## src/rtl/uart_pkg.sv

```systemverilog
// uart_pkg: definitions shared by the UART transmitter and receiver.
//   - State encodings for the serial frame FSM (IDLE/START/DATA/PARITY/STOP).
//   - Default oversampling ratio of the shared baud_tick strobe.
//   - Parity helper so both directions compute the parity bit identically.
package uart_pkg;

  // baud_tick strobes per serial bit period.
  localparam int unsigned OVERSAMPLE_DEF = 16;

  // Frame FSM state encodings. They are plain constants so that older blocks
  // which carry the state as a raw vector can still compare against them.
  localparam int unsigned STATE_W   = 3;
  localparam logic [2:0]  ST_IDLE   = 3'd0;
  localparam logic [2:0]  ST_START  = 3'd1;
  localparam logic [2:0]  ST_DATA   = 3'd2;
  localparam logic [2:0]  ST_PARITY = 3'd3;
  localparam logic [2:0]  ST_STOP   = 3'd4;

  typedef logic [STATE_W-1:0] uart_state_t;

  // Parity bit over up to 8 data bits. Unused upper bits must be zero.
  // odd = 0 gives even parity (total number of ones including the parity bit
  // is even), odd = 1 gives odd parity.
  function automatic logic calc_parity(input logic [7:0] data, input logic odd);
    return (^data) ^ odd;
  endfunction

endpackage : uart_pkg

```

## src/rtl/uart_bit_timer.sv

```systemverilog
// uart_bit_timer: counts baud_tick strobes within one serial bit period.
//   A bit period is OVERSAMPLE strobes long. bit_end_c_o marks the strobe that
//   closes the period; on that clock the count wraps back to zero so the next
//   bit begins immediately. clear_i forces the count to zero and has priority
//   over counting, which lets the owner align bit periods to a state entry.
// Ports:
//   clk_i        in   system clock
//   rst_i        in   asynchronous reset, active-high
//   baud_tick_i  in   one-clock strobe, OVERSAMPLE per bit period
//   clear_i      in   synchronous clear of the tick count
//   bit_end_c_o  out  combinational: baud_tick_i & count == OVERSAMPLE-1
module uart_bit_timer
  import uart_pkg::*;
#(
  parameter int unsigned OVERSAMPLE = OVERSAMPLE_DEF
) (
  input  logic clk_i,
  input  logic rst_i,
  input  logic baud_tick_i,
  input  logic clear_i,
  output logic bit_end_c_o
);

  localparam int unsigned TW = (OVERSAMPLE > 1) ? $clog2(OVERSAMPLE) : 1;

  logic [TW-1:0] cnt_q;
  logic [TW-1:0] cnt_d;
  logic          at_last;

  assign at_last     = (cnt_q == TW'(OVERSAMPLE - 1));
  assign bit_end_c_o = baud_tick_i & at_last;

  // Next count: clear wins, then count strobes and wrap at the terminal value.
  always_comb begin
    cnt_d = cnt_q;
    if (clear_i) begin
      cnt_d = '0;
    end else if (baud_tick_i) begin
      if (at_last) begin
        cnt_d = '0;
      end else begin
        cnt_d = cnt_q + TW'(1);
      end
    end
  end

  // Tick count register.
  always_ff @(posedge clk_i or posedge rst_i) begin
    if (rst_i) begin
      cnt_q <= '0;
    end else begin
      cnt_q <= cnt_d;
    end
  end

endmodule : uart_bit_timer

```

## src/rtl/uart_tx.sv

```systemverilog
// uart_tx: serial UART transmitter.
//   Accepts one data word over a valid/ready handshake and shifts out a frame:
//   start bit (0), DATA_BITS data bits LSB-first, optional parity bit, then
//   STOP_BITS stop bits (1). Bit timing comes from the shared baud_tick strobe,
//   OVERSAMPLE strobes per bit, counted from the entry into each bit.
// Ports:
//   clk        in   system clock
//   rst        in   asynchronous reset, active-high
//   baud_tick  in   one-clock strobe, OVERSAMPLE per bit period
//   tx_data    in   word to send, sampled when accepted
//   tx_valid   in   tx_data is valid
//   tx_ready   out  block can accept (only while idle), registered
//   tx         out  serial line, registered, idles high
//   tx_busy    out  frame in progress, registered
//   tx_done    out  one-clock pulse as the last stop bit completes, registered
module uart_tx
  import uart_pkg::*;
#(
  parameter int unsigned DATA_BITS  = 8,
  parameter int unsigned OVERSAMPLE = OVERSAMPLE_DEF,
  parameter int unsigned PARITY_EN  = 0,
  parameter int unsigned PARITY_ODD = 0,
  parameter int unsigned STOP_BITS  = 1
) (
  input  logic                 clk,
  input  logic                 rst,
  input  logic                 baud_tick,
  input  logic [DATA_BITS-1:0] tx_data,
  input  logic                 tx_valid,
  output logic                 tx_ready,
  output logic                 tx,
  output logic                 tx_busy,
  output logic                 tx_done
);

  localparam int unsigned BW = $clog2(DATA_BITS + 1);

  uart_state_t          state_q,   state_d;
  logic [DATA_BITS-1:0] shift_q,   shift_d;
  logic                 parity_q,  parity_d;
  logic [BW-1:0]        bit_cnt_q, bit_cnt_d;
  logic                 tx_q,      tx_d;
  logic                 ready_q,   ready_d;
  logic                 busy_q,    busy_d;
  logic                 done_q,    done_d;

  logic                 accept;
  logic                 bit_end;
  logic                 timer_clear;

  assign accept = tx_valid & ready_q;

  // The tick count is held at zero while idle, so every frame's start bit is
  // timed from the accepting clock edge regardless of baud_tick phase.
  assign timer_clear = (state_q == ST_IDLE);

  uart_bit_timer #(
    .OVERSAMPLE (OVERSAMPLE)
  ) u_bit_timer (
    .clk_i       (clk),
    .rst_i       (rst),
    .baud_tick_i (baud_tick),
    .clear_i     (timer_clear),
    .bit_end_c_o (bit_end)
  );

  // Next-state, datapath and output decode.
  always_comb begin
    state_d   = state_q;
    shift_d   = shift_q;
    parity_d  = parity_q;
    bit_cnt_d = bit_cnt_q;
    done_d    = 1'b0;
    tx_d      = 1'b1;

    case (state_q)
      ST_IDLE: begin
        if (accept) begin
          shift_d   = tx_data;
          parity_d  = calc_parity(8'(tx_data), (PARITY_ODD != 0));
          bit_cnt_d = '0;
          state_d   = ST_START;
        end
      end

      ST_START: begin
        if (bit_end) begin
          state_d = ST_DATA;
        end
      end

      ST_DATA: begin
        if (bit_end) begin
          shift_d = shift_q >> 1;
          if (bit_cnt_q == BW'(DATA_BITS - 1)) begin
            bit_cnt_d = '0;
            state_d   = (PARITY_EN != 0) ? ST_PARITY : ST_STOP;
          end else begin
            bit_cnt_d = bit_cnt_q + BW'(1);
          end
        end
      end

      ST_PARITY: begin
        if (bit_end) begin
          state_d = ST_STOP;
        end
      end

      ST_STOP: begin
        // The bit counter is reused to count stop bits.
        if (bit_end) begin
          if (bit_cnt_q == BW'(STOP_BITS - 1)) begin
            bit_cnt_d = '0;
            state_d   = ST_IDLE;
            done_d    = 1'b1;
          end else begin
            bit_cnt_d = bit_cnt_q + BW'(1);
          end
        end
      end

      default: begin
        state_d   = ST_IDLE;
        bit_cnt_d = '0;
      end
    endcase

    // Line level for the bit that the next state will be sending.
    case (state_d)
      ST_START:  tx_d = 1'b0;
      ST_DATA:   tx_d = shift_d[0];
      ST_PARITY: tx_d = parity_d;
      default:   tx_d = 1'b1;
    endcase

    ready_d = (state_d == ST_IDLE);
    busy_d  = (state_d != ST_IDLE);
  end

  // State, datapath and output registers.
  always_ff @(posedge clk or posedge rst) begin
    if (rst) begin
      state_q   <= ST_IDLE;
      shift_q   <= '0;
      parity_q  <= 1'b0;
      bit_cnt_q <= '0;
      tx_q      <= 1'b1;
      ready_q   <= 1'b1;
      busy_q    <= 1'b0;
      done_q    <= 1'b0;
    end else begin
      state_q   <= state_d;
      shift_q   <= shift_d;
      parity_q  <= parity_d;
      bit_cnt_q <= bit_cnt_d;
      tx_q      <= tx_d;
      ready_q   <= ready_d;
      busy_q    <= busy_d;
      done_q    <= done_d;
    end
  end

  assign tx       = tx_q;
  assign tx_ready = ready_q;
  assign tx_busy  = busy_q;
  assign tx_done  = done_q;

endmodule : uart_tx
```

## config.mk

```make
export PLATFORM = sky130hd
export DESIGN_NAME = uart_tx
export DESIGN_NICKNAME = d
export VERILOG_FILES = /design/src/rtl/uart_pkg.sv /design/src/rtl/uart_bit_timer.sv /design/src/rtl/uart_tx.sv
export SDC_FILE = /design/constraint.sdc
export NUM_CORES = 1
export LEC_CHECK = 0
export BUFFER_PORTS_ARGS = -buffer_cell sky130_fd_sc_hd__buf_2
export CAP_MARGIN = 40
export CORE_UTILIZATION = 60
export DETAILED_ROUTE_END_ITERATION = 8
export PLACE_DENSITY = 0.85
export SYNTH_ARGS = -nofsm -noshare
export SYNTH_HDL_FRONTEND = slang
export SYNTH_SLANG_ARGS = --single-unit
```

## constraint.sdc

```tcl
create_clock -name clk -period 5.6 [get_ports clk]
set_clock_uncertainty 0.05 [all_clocks]
set_input_delay 0.28 -clock clk [delete_from_list [all_inputs] [get_ports clk]]
set_output_delay 0.28 -clock clk [all_outputs]
set_load 0.005 [all_outputs]
```

After elaboration in Yosys (flattened, before gate mapping)
Index checks and enable logic that the tools add are counted.
{"block": "classes", "reduce_logical": 10, "muxes": 26, "addsub": 2, "n_bitwise": 3, "eq_ne": 12}
{"operator": "$mux W4", "count": 8}
{"operator": "$mux W3", "count": 7}
{"operator": "$mux W8", "count": 2}
{"operator": "$pmux W4 S4", "count": 1}
{"operator": "$pmux W8 S2", "count": 1}
{"operator": "$pmux W3 S5", "count": 1}
{"operator": "$eq A3 B2 Y1 const B", "count": 4}
{"operator": "$add A4 B1 Y4 const B", "count": 2}
{"operator": "$reduce_xor A8 Y1", "count": 1}
{"operator": "$eq A3 B1 Y1 const B", "count": 2}
{"operator": "$logic_not A3 Y1", "count": 2}
{"operator": "$ne A2 B2 Y1 const B", "count": 3}
{"operator": "$mux W1", "count": 5}
{"operator": "$eq A4 B3 Y1 const B", "count": 1}
{"operator": "$eq A4 B4 Y1 const B", "count": 1}
{"operator": "$logic_not A4 Y1", "count": 1}
{"operator": "$reduce_and A4 Y1", "count": 1}
{"operator": "$reduce_bool A2 Y1", "count": 2}
{"operator": "$eq A3 B3 Y1 const B", "count": 1}
{"operator": "$pmux W1 S3", "count": 1}
{"operator": "$reduce_and A3 Y1", "count": 1}
{"operator": "$reduce_bool A3 Y1", "count": 1}
{"operator": "$and A1 B1 Y1", "count": 2}
{"operator": "$reduce_or A2 Y1", "count": 1}
{"operator": "$not A1 Y1", "count": 1}
{"block": "totals", "output_inout_bits": 4, "wordCells": 63, "register_bits": 24}

Depth between registers and ports, before layout
Gate-level depths: netlist of the first run.
{"block": "depth", "ltp_word": 6, "ltp_mapped": 7, "depth_no_buf": 7}

By module
From an unflattened synthesis of the first run, not the netlist that was laid out.
{"block": "unflattened", "cells_unflattened": 129, "area_unflattened_um2": 1395.1}
{"module": "uart_tx", "instances": 1, "area_each_um2": 1186.1, "cells_each": 106, "seq_area_each_um2": 503.0}
{"module": "uart_bit_timer", "instances": 1, "area_each_um2": 209.0, "cells_each": 23, "seq_area_each_um2": 100.1}

Least setup slack after synthesis of the first run
Ideal clock, no wire load.
{"block": "synth_path", "path_kind": "flip-flop to flip-flop", "start": "register u_bit_timer.cnt_q[0]", "end": "register bit_cnt_q[3]", "setup_time_ps": 80, "period_less_slack_ps": 1843, "arrival_ps": 1713, "required_time_ps": 5470, "path_slack_ps": 3757, "stages_incl_launch_ff": 7, "n_path_buf": 0, "path_cell_list": "dfrtp_1 -> ha_1 -> nand4_4 -> a31oi_1 -> o22ai_2 -> or4_4 -> o211ai_2"}
{"block": "synth_via", "elab_chain_cells": 4, "word_cells_on_any_way": 5}
{"element": "from (decl)", "line": "uart_bit_timer.sv:26", "source": "logic [TW-1:0] cnt_q;"}
{"element": "from (signal assigned)", "line": "uart_bit_timer.sv:52", "source": "cnt_q <= cnt_d;"}
{"element": "$eq A4 B4 Y1 *", "line": "uart_bit_timer.sv:30", "source": "assign at_last = (cnt_q == TW'(OVERSAMPLE - 1));"}
{"element": "$and A1 B1 Y1 *", "line": "uart_bit_timer.sv:31", "source": "assign bit_end_c_o = baud_tick_i & at_last;"}
{"element": "$ne A2 B2 Y1 (no source line)"}
{"element": "$reduce_and A4 Y1 (no source line) *"}
{"element": "to (signal assigned)", "line": "uart_tx.sv:156", "source": "bit_cnt_q <= bit_cnt_d;"}
{"element": "to (decl)", "line": "uart_tx.sv:41", "source": "logic [BW-1:0] bit_cnt_q, bit_cnt_d;"}
Every way passes the cells marked *; elsewhere a longest branch is shown, timed or not.
A chain may end at the register's enable or synchronous reset.

Worst setup path after layout of the first run
Same ends and word-level chain as after synthesis.

==> results.json, run 1 <==
{
  "status": "finished clean",
  "grt_pass1_wl_mm": 3.84,
  "r2r_cells": 6,
  "rsz0062_at_grt": "no",
  "clk_latency_ps": 310,
  "power.total_mw": 0.552,
  "grt_max_degree": 18,
  "finalInstanceArea_um2": 1450,
  "clock_tree.buffer_depth": 2,
  "cts-root-buf": "clkbuf_4",
  "min_period_ps": 2030,
  "syn_avg_cell_area_um2": 9.95,
  "async_reset_ff_frac": 1.00,
  "drt-initial-drc-count": 37,
  "viasPerCell": 5.73,
  "yosysSeqAreaShare": 0.477,
  "fp.dieW_um": 47.9,
  "finalNonFillerCells": 172,
  "worstSetupStartpointType": "flip-flop",
  "cts_sinks": 24,
  "drt-wirelength-per-cell_um": 14.3,
  "cts_buffers": 3,
  "grt.total_usage": 0.245,
  "max_stage_delay_ps": 550,
  "worst_hold_slack_ps": 150,
  "crit_type": "reg -> reg",
  "cap_violations": 0,
  "routed_wl_mm": 2.45,
  "slew_viol_final": 0,
  "io_pins": 16,
  "endpoint_kind": "flip-flop",
  "globalRouteOverflowTotal": 0,
  "drc": 0,
  "setup_viol": 0,
  "final_common_cell": "nand2_1",
  "clk_pin_slew_worst_paths_ps": 130,
  "cts_tree": "yes",
  "fin_crit_sh": 0.362,
  "critPathArrivalTime_ps": 2230,
  "fmax_ghz": 0.493,
  "n_antenna_cell": 0,
  "crit_slowest_cell": "or4_4",
  "start_util": 0.644,
  "cp_max_fo": 8,
  "synth_seq_cells": 24,
  "layout_common_cells": "nand2_1, dfrtp_1, buf_2",
  "crit_chain": "ha_1 -> nand4_4 -> a31oi_1 -> o22ai_2 -> or4_4 -> o211ai_2",
  "fp.dieH_um": 47.9,
  "p_leak_nw": 0.675,
  "drive_above_1_share": 0.200,
  "synthDistinctLibCells": 37,
  "dp_hpwl_mm": 1.75,
  "yosys_warnings": 0,
  "antenna_found_initial": 0,
  "p_per_area_nw_per_um2": 381,
  "synth_ff_type": "dfrtp_1",
  "grt_pass1_vias": 905,
  "holdPathStages": 3,
  "irDropWorstVdd_v": 0.000317,
  "area_growth_pct": 14.6,
  "relSlewSlack": 0.591,
  "tns_ps": 0,
  "worst_pin_slew_ps": 614,
  "routabilityCongestion": 0.839,
  "required_ps": 5800,
  "dp_cells": 167,
  "min_from": "tx_data[1]",
  "regToRegSetupSlack_ps": 3570,
  "hold_path_class": "in -> reg",
  "port_buffers": 15,
  "htree_levels": 1,
  "hold-path-endpoint": "shift_q[1]",
  "std_cell_rows": 16,
  "core_area_um2": 1960,
  "r2r_start": "u_bit_timer.cnt_q[0]",
  "post_dp_cell_area_um2": 1390,
  "final_nets": 161,
  "die_area_um2": 2290,
  "dr.pass1.iters": 4,
  "syn_inst": 127,
  "vias": 985,
  "rr_endpoint": "bit_cnt_q[3]",
  "fillerInstances": 149,
  "syn-num-nets": 142,
  "synth_area_um2": 1260,
  "synth_edf_count": 0,
  "antenna_left": 0,
  "finalHoldViolCount": 0
}
-- worst max-delay path: cells and delay by family, from the launching register on --
| kind | cells | cell delay [ps] |
|---|---|---|
| AOI/OAI and AO/OA | 3 | 490 |
| adders and majority gates | 1 | 300 |
| DFF | 1 | 420 |
| and+or+nand+nor | 2 | 720 |
-- stage by stage --
step	utilization	setup slack, ps
floorplan	-	3760
global placement	0.692	3670
detailed placement	0.706	3610
CTS	0.738	3580
global route	0.738	3450
finish	0.738	3570
-- Yosys cell counts (2+ instances only) --
library cell,n,share of area
nand2_1,23,0.068
dfrtp_1,22,0.44
a22oi_1,8,0.048
a21oi_1,7,0.028
xnor2_1,7,0.049
inv_1,6,0.018
nor2_1,6,0.018
buf_2,3,0.012
ha_1,3,0.030
nor3_1,3,0.012
or3_1,3,0.015
a21o_1,2,0.012
a31oi_1,2,0.0099
and2_1,2,0.0099
dfstp_2,2,0.042
nand2b_1,2,0.0099
nand3_1,2,0.0079
nand3b_1,2,0.012
nor3_2,2,0.016
o22ai_1,2,0.0099
o31ai_1,2,0.012
-- power by group --
part / switching (mW) / leakage (nW) / total (mW) / internal (mW)
combinational: 0.0835 / 0.347 / 0.151 / 0.0671
sequential: 0.0470 / 0.300 / 0.279 / 0.232
clock: 0.0499 / 0.0279 / 0.122 / 0.0723
-- registers in the layout, summed over array words and instances (netlist names) --
register,flops
shift_q,8
bit_cnt_q,4
u_bit_timer.cnt_q,4
state_q,3
parity_q,1
tx,1
tx_busy,1
tx_done,1
tx_ready,1
-- cells by family (layout without fill, tap and decap cells) --
group / Yosys count / count (layout) / synth area share
multiplexers: 2 / 2 / 0.0168
AO/OA/AOI/OAI: 29 / 29 / 0.164
flip-flops: 24 / 24 / 0.477
AND/OR/NAND/NOR: 52 / 52 / 0.227
adder cells (fa/ha/maj): 3 / 3 / 0.0297
buffers and inverters: 9 / 27 / 0.0297
XOR/XNOR: 8 / 8 / 0.0554
-- how the worst max path moves through the flow --
stage          cells after the start           end  slack (ps)                 start
4_1_cts                            6            tx        3580  u_bit_timer.cnt_q[0]
3_5_place_dp                       6  bit_cnt_q[3]        3610  u_bit_timer.cnt_q[1]
5_1_grt                            6            tx        3450  u_bit_timer.cnt_q[0]
6_report                           6  bit_cnt_q[3]        3570  u_bit_timer.cnt_q[0]
2_1_floorplan                      6  bit_cnt_q[3]        3760  u_bit_timer.cnt_q[0]
3_3_place_gp                       6            tx        3670  u_bit_timer.cnt_q[0]
-- routing by layer --
layer | vias up | global-route usage | wire, µm
met3 | 4 | 0.0226 | 99
li1 | 488 | - | -
met4 | 0 | 0.111 | 31
met2 | 21 | 0.414 | 1250
met5 | - | 0 | 0
met1 | 472 | 0.317 | 1070
-- cell type report --
cell class                      count  area (µm²)  area share
Multi-Input combinational cell     94         623       0.430
Sequential cell                    24         603       0.417
Tap cell                           27        33.8      0.0233
Timing Repair Buffer               17         113      0.0778
Clock inverter                      1        30.0      0.0207
Clock buffer                        3        22.5      0.0156
Inverter                            6        22.5      0.0156
-- repair_timing --
item | CTS | global route
gates resized for setup | 0 | 0
hold buffers | 1 | 0
endpoints found under the hold margin | 7 | 0
setup buffers | 0 | 0
No activity file was read; power rests on OpenSTA's default activity.
==> run 2: changes to the inputs <==
--- a/config.mk
+++ b/config.mk
@@ -5,11 +5,12 @@
 export SDC_FILE = /design/constraint.sdc
 export NUM_CORES = 1
 export LEC_CHECK = 0
+export ABC_AREA = 1
 export BUFFER_PORTS_ARGS = -buffer_cell sky130_fd_sc_hd__buf_2
 export CAP_MARGIN = 40
-export CORE_UTILIZATION = 60
+export CORE_UTILIZATION = 57
 export DETAILED_ROUTE_END_ITERATION = 8
-export PLACE_DENSITY = 0.85
+export PLACE_DENSITY = 0.81
 export SYNTH_ARGS = -nofsm -noshare
 export SYNTH_HDL_FRONTEND = slang
 export SYNTH_SLANG_ARGS = --single-unit
==> constraint.sdc (replaced) <==
create_clock -name clk -period 1.98 [get_ports clk]
set_clock_uncertainty 0.05 [all_clocks]
set_input_delay 0.099 -clock clk [delete_from_list [all_inputs] [get_ports clk]]
set_output_delay 0.099 -clock clk [all_outputs]
set_load 0.005 [all_outputs]
==> run 2 against run 1 <==
  * Flip-flop and latch count unchanged
  * Die area rose by 19%
  * Sequential power grew to 2.8 times the previous value
  * Hold slack lost 120 ps
  * Core utilization down 4.5 points
  * Sequential share of layout area is 3.8 points lower
  * Clock-buffer cell count stayed put
  * Maximum frequency grew 12%
  * Combinational power grew to 3.8 times the previous value
  * Critical path type unchanged
  * Largest power group unchanged
==> results.json, run 2 <==
{
  "status": "finished clean",
  "syn_inst": 192,
  "hold-path-endpoint": "shift_q[0]",
  "synth_ff_type": "dfrtp_1",
  "cts-root-buf": "clkbuf_4",
  "port_buffers": 15,
  "die_area_um2": 2720,
  "synthTopCellsByArea": "dfrtp_1, nand2_1, inv_1, nor2_1, dfstp_2",
  "cp_max_fo": 11,
  "globalRouteOverflowTotal": 0,
  "std_cell_rows": 17,
  "synthAdderAreaFrac": 0.0262,
  "crit_slowest_cell": "dfrtp_1",
  "max_flop_register": "shift_q",
  "endpoint_kind": "flip-flop",
  "netlist_top_cells_count": "nand2_1, inv_1, dfrtp_1",
  "fillerInstances": 177,
  "synth_edf_count": 0,
  "clk_pin_slew_worst_paths_ps": 130,
  "async_reset_ff_frac": 1.00,
  "yosys.area_share.simple": 0.294,
  "start_util": 0.624,
  "io_pins": 16,
  "fp.dieH_um": 52.2,
  "drt-wirelength-per-cell_um": 12.2,
  "p_int_mw": 1.10,
  "antenna_found_initial": 0,
  "seqCellArea_um2": 603,
  "min_period_ps": 1800,
  "yosysMostFrequentCell": "nand2_1",
  "rr_endpoint": "shift_q[6]",
  "r2r_cells": 8,
  "slew_viol_final": 0,
  "regToRegSetupSlack_ps": 180,
  "layout_common_cells": "nand2_1, inv_1, dfrtp_1",
  "synthMuxAreaShare": 0.00698,
  "area_growth_pct": 11.0,
  "p_leak_nw": 0.877,
  "synth_top_area_frac": 0.384,
  "yosysSeqAreaShare": 0.421,
  "final_nets": 227,
  "dr.pass1.iters": 4,
  "min_from": "tx_data[0]",
  "hold_path_class": "in -> reg",
  "synthDistinctLibCells": 32,
  "clockPowerShare": 0.206,
  "synth_xor_xnor_area_share": 0.0183,
  "syn-num-nets": 207,
  "irDropWorstVdd_v": 0.000608,
  "p_per_area_nw_per_um2": 1090,
  "grt_pass1_vias": 1219,
  "synth_compound_area_frac": 0.124,
  "switching_share": 0.362,
  "largest_register_ffs": 8,
  "power.total_mw": 1.73,
  "reg_top3": "shift_q x8, bit_cnt_q x4, u_bit_timer.cnt_q x4",
  "htree_levels": 1,
  "antenna_left": 0,
  "routabilityCongestion": 0.901,
  "cp_common_cell": "nand2_1",
  "pwr-share-seq": 0.458,
  "yosys_warnings": 0,
  "relSlewSlack": 0.794,
  "cts_sinks": 24,
  "synth_area_um2": 1430,
  "core_area_um2": 2300,
  "switchingPower_mw": 0.625,
  "clk_latency_ps": 310,
  "max_stage_delay_ps": 420,
  "worstSetupStartpointType": "flip-flop",
  "r2r_start": "u_bit_timer.cnt_q[0]",
  "rsz0062_at_grt": "no",
  "worst_hold_slack_ps": 33.8,
  "fp.dieW_um": 52.2,
  "viasPerCell": 5.43,
  "syn_avg_cell_area_um2": 7.47,
  "crit_family": "simple AND/OR/NAND/NOR gates",
  "final_common_cell": "nand2_1",
  "fin_crit_sh": 0.911,
  "tns_ps": 0,
  "grt_pass1_wl_mm": 5.09,
  "setup_viol": 0,
  "drive_above_1_share": 0.166,
  "final_core_util": 0.693,
  "drt-initial-drc-count": 35,
  "required_ps": 2130,
  "vias": 1298,
  "synth_area_leader_cell": "dfrtp_1",
  "synth_top_family_by_area": "simple AND/OR/NAND/NOR gates",
  "n_antenna_cell": 0,
  "crit_chain": "ha_1 -> nand3_2 -> nor2_4 -> nand2_1 -> nand2_1 -> inv_2 -> nand2_1 -> o221ai_1",
  "dp_hpwl_mm": 2.26,
  "routed_wl_mm": 2.91,
  "grt.total_usage": 0.255,
  "cap_violations": 0,
  "cts_setup_buffers": 0,
  "cts_tree": "yes",
  "grt_max_degree": 25,
  "finalHoldViolCount": 0,
  "crit_type": "reg -> reg",
  "critPathArrivalTime_ps": 1950,
  "cts_buffers": 3,
  "cp_num_buf_inv": 1,
  "multi_input_area_um2": 673,
  "clock_tree.buffer_depth": 2,
  "combPwrFrac": 0.336,
  "synth_seq_cells": 24,
  "worst_pin_slew_ps": 308,
  "drc": 0,
  "holdPathStages": 3,
  "fmax_ghz": 0.554
}
-- run 2: changes by cell type in the layout (fill, tap and decap cells not counted), moves of 3 or more --
| cell | delta |
|---|---|
| o21ai_1 | +4 |
| inv_1 | +26 |
| inv_2 | +4 |
| a22oi_1 | -6 |
| a21oi_1 | -5 |
| nand3_1 | +7 |
| or3_1 | -3 |
| xnor2_1 | -6 |
| o221ai_1 | +4 |
| o21ai_0 | +3 |
| nand2_1 | +37 |
| nor2_1 | +12 |
-- run 2: final cells by class --
type                    instances  share of cell area
multi-input cells             130               0.423
clock inverters                 1              0.0189
repair buffers                 17              0.0582
inverters                      36              0.0849
well taps                      28              0.0220
clock buffers                   3              0.0142
flip-flops and latches         24               0.379
-- run 2: worst max-delay path by stage --
stage	start	endpoint	slack, ps	cells after the start
6_report	u_bit_timer.cnt_q[0]	shift_q[6]	180	8
4_1_cts	u_bit_timer.cnt_q[0]	shift_q[6]	200	8
5_1_grt	u_bit_timer.cnt_q[0]	shift_q[6]	10	8
2_1_floorplan	u_bit_timer.cnt_q[0]	tx_busy	500	9
3_5_place_dp	u_bit_timer.cnt_q[0]	shift_q[6]	230	8
3_3_place_gp	u_bit_timer.cnt_q[0]	shift_q[6]	330	8
-- run 2: worst min-delay path: stages --
cell,delay [ps]
buf_2,120
nand2_1,70
o211ai_2,80
-- run 2: cell families after synthesis --
| kind of cell | Yosys count |
|---|---|
| compound gates | 25 |
| xor+xnor | 3 |
| fa+ha+maj | 3 |
| buf+inv | 38 |
| flops | 24 |
| mux | 1 |
| simple gates | 98 |
-- run 2: power by group through the flow --
stage               combinational, mW  sequential (mW)  clock [mW]
finish                          0.581            0.792       0.356
floorplan                       0.437            0.770           0
global placement                0.541            0.787           0
detailed placement              0.575            0.797           0
CTS                             0.582            0.786       0.361
global route                    0.663            0.810       0.381
-- run 2: stage by stage --
| step | setup slack (ps) | instance area [µm²] | instances |
|---|---|---|---|
| after global routing | 10.7 | 1590 | 239 |
| after floorplan | 501 | 1430 | 192 |
| after detailed placement | 230 | 1530 | 234 |
| after global placement | 334 | 1530 | 234 |
| final | 176 | 1590 | 239 |
| after CTS | 205 | 1590 | 239 |
-- run 2: per-layer routing --
layer | track usage | up-vias | share of wire
met5 | 0 | - | 0
met4 | 0.118 | 0 | 0.018
met3 | 0.0205 | 5 | 0.035
met2 | 0.436 | 37 | 0.50
met1 | 0.323 | 606 | 0.45
li1 | - | 650 | -
-- run 2: what timing repair did --
action,CTS,global route
gates resized for setup,0,0
hold buffers,1,0
endpoints found under the hold margin,22,0
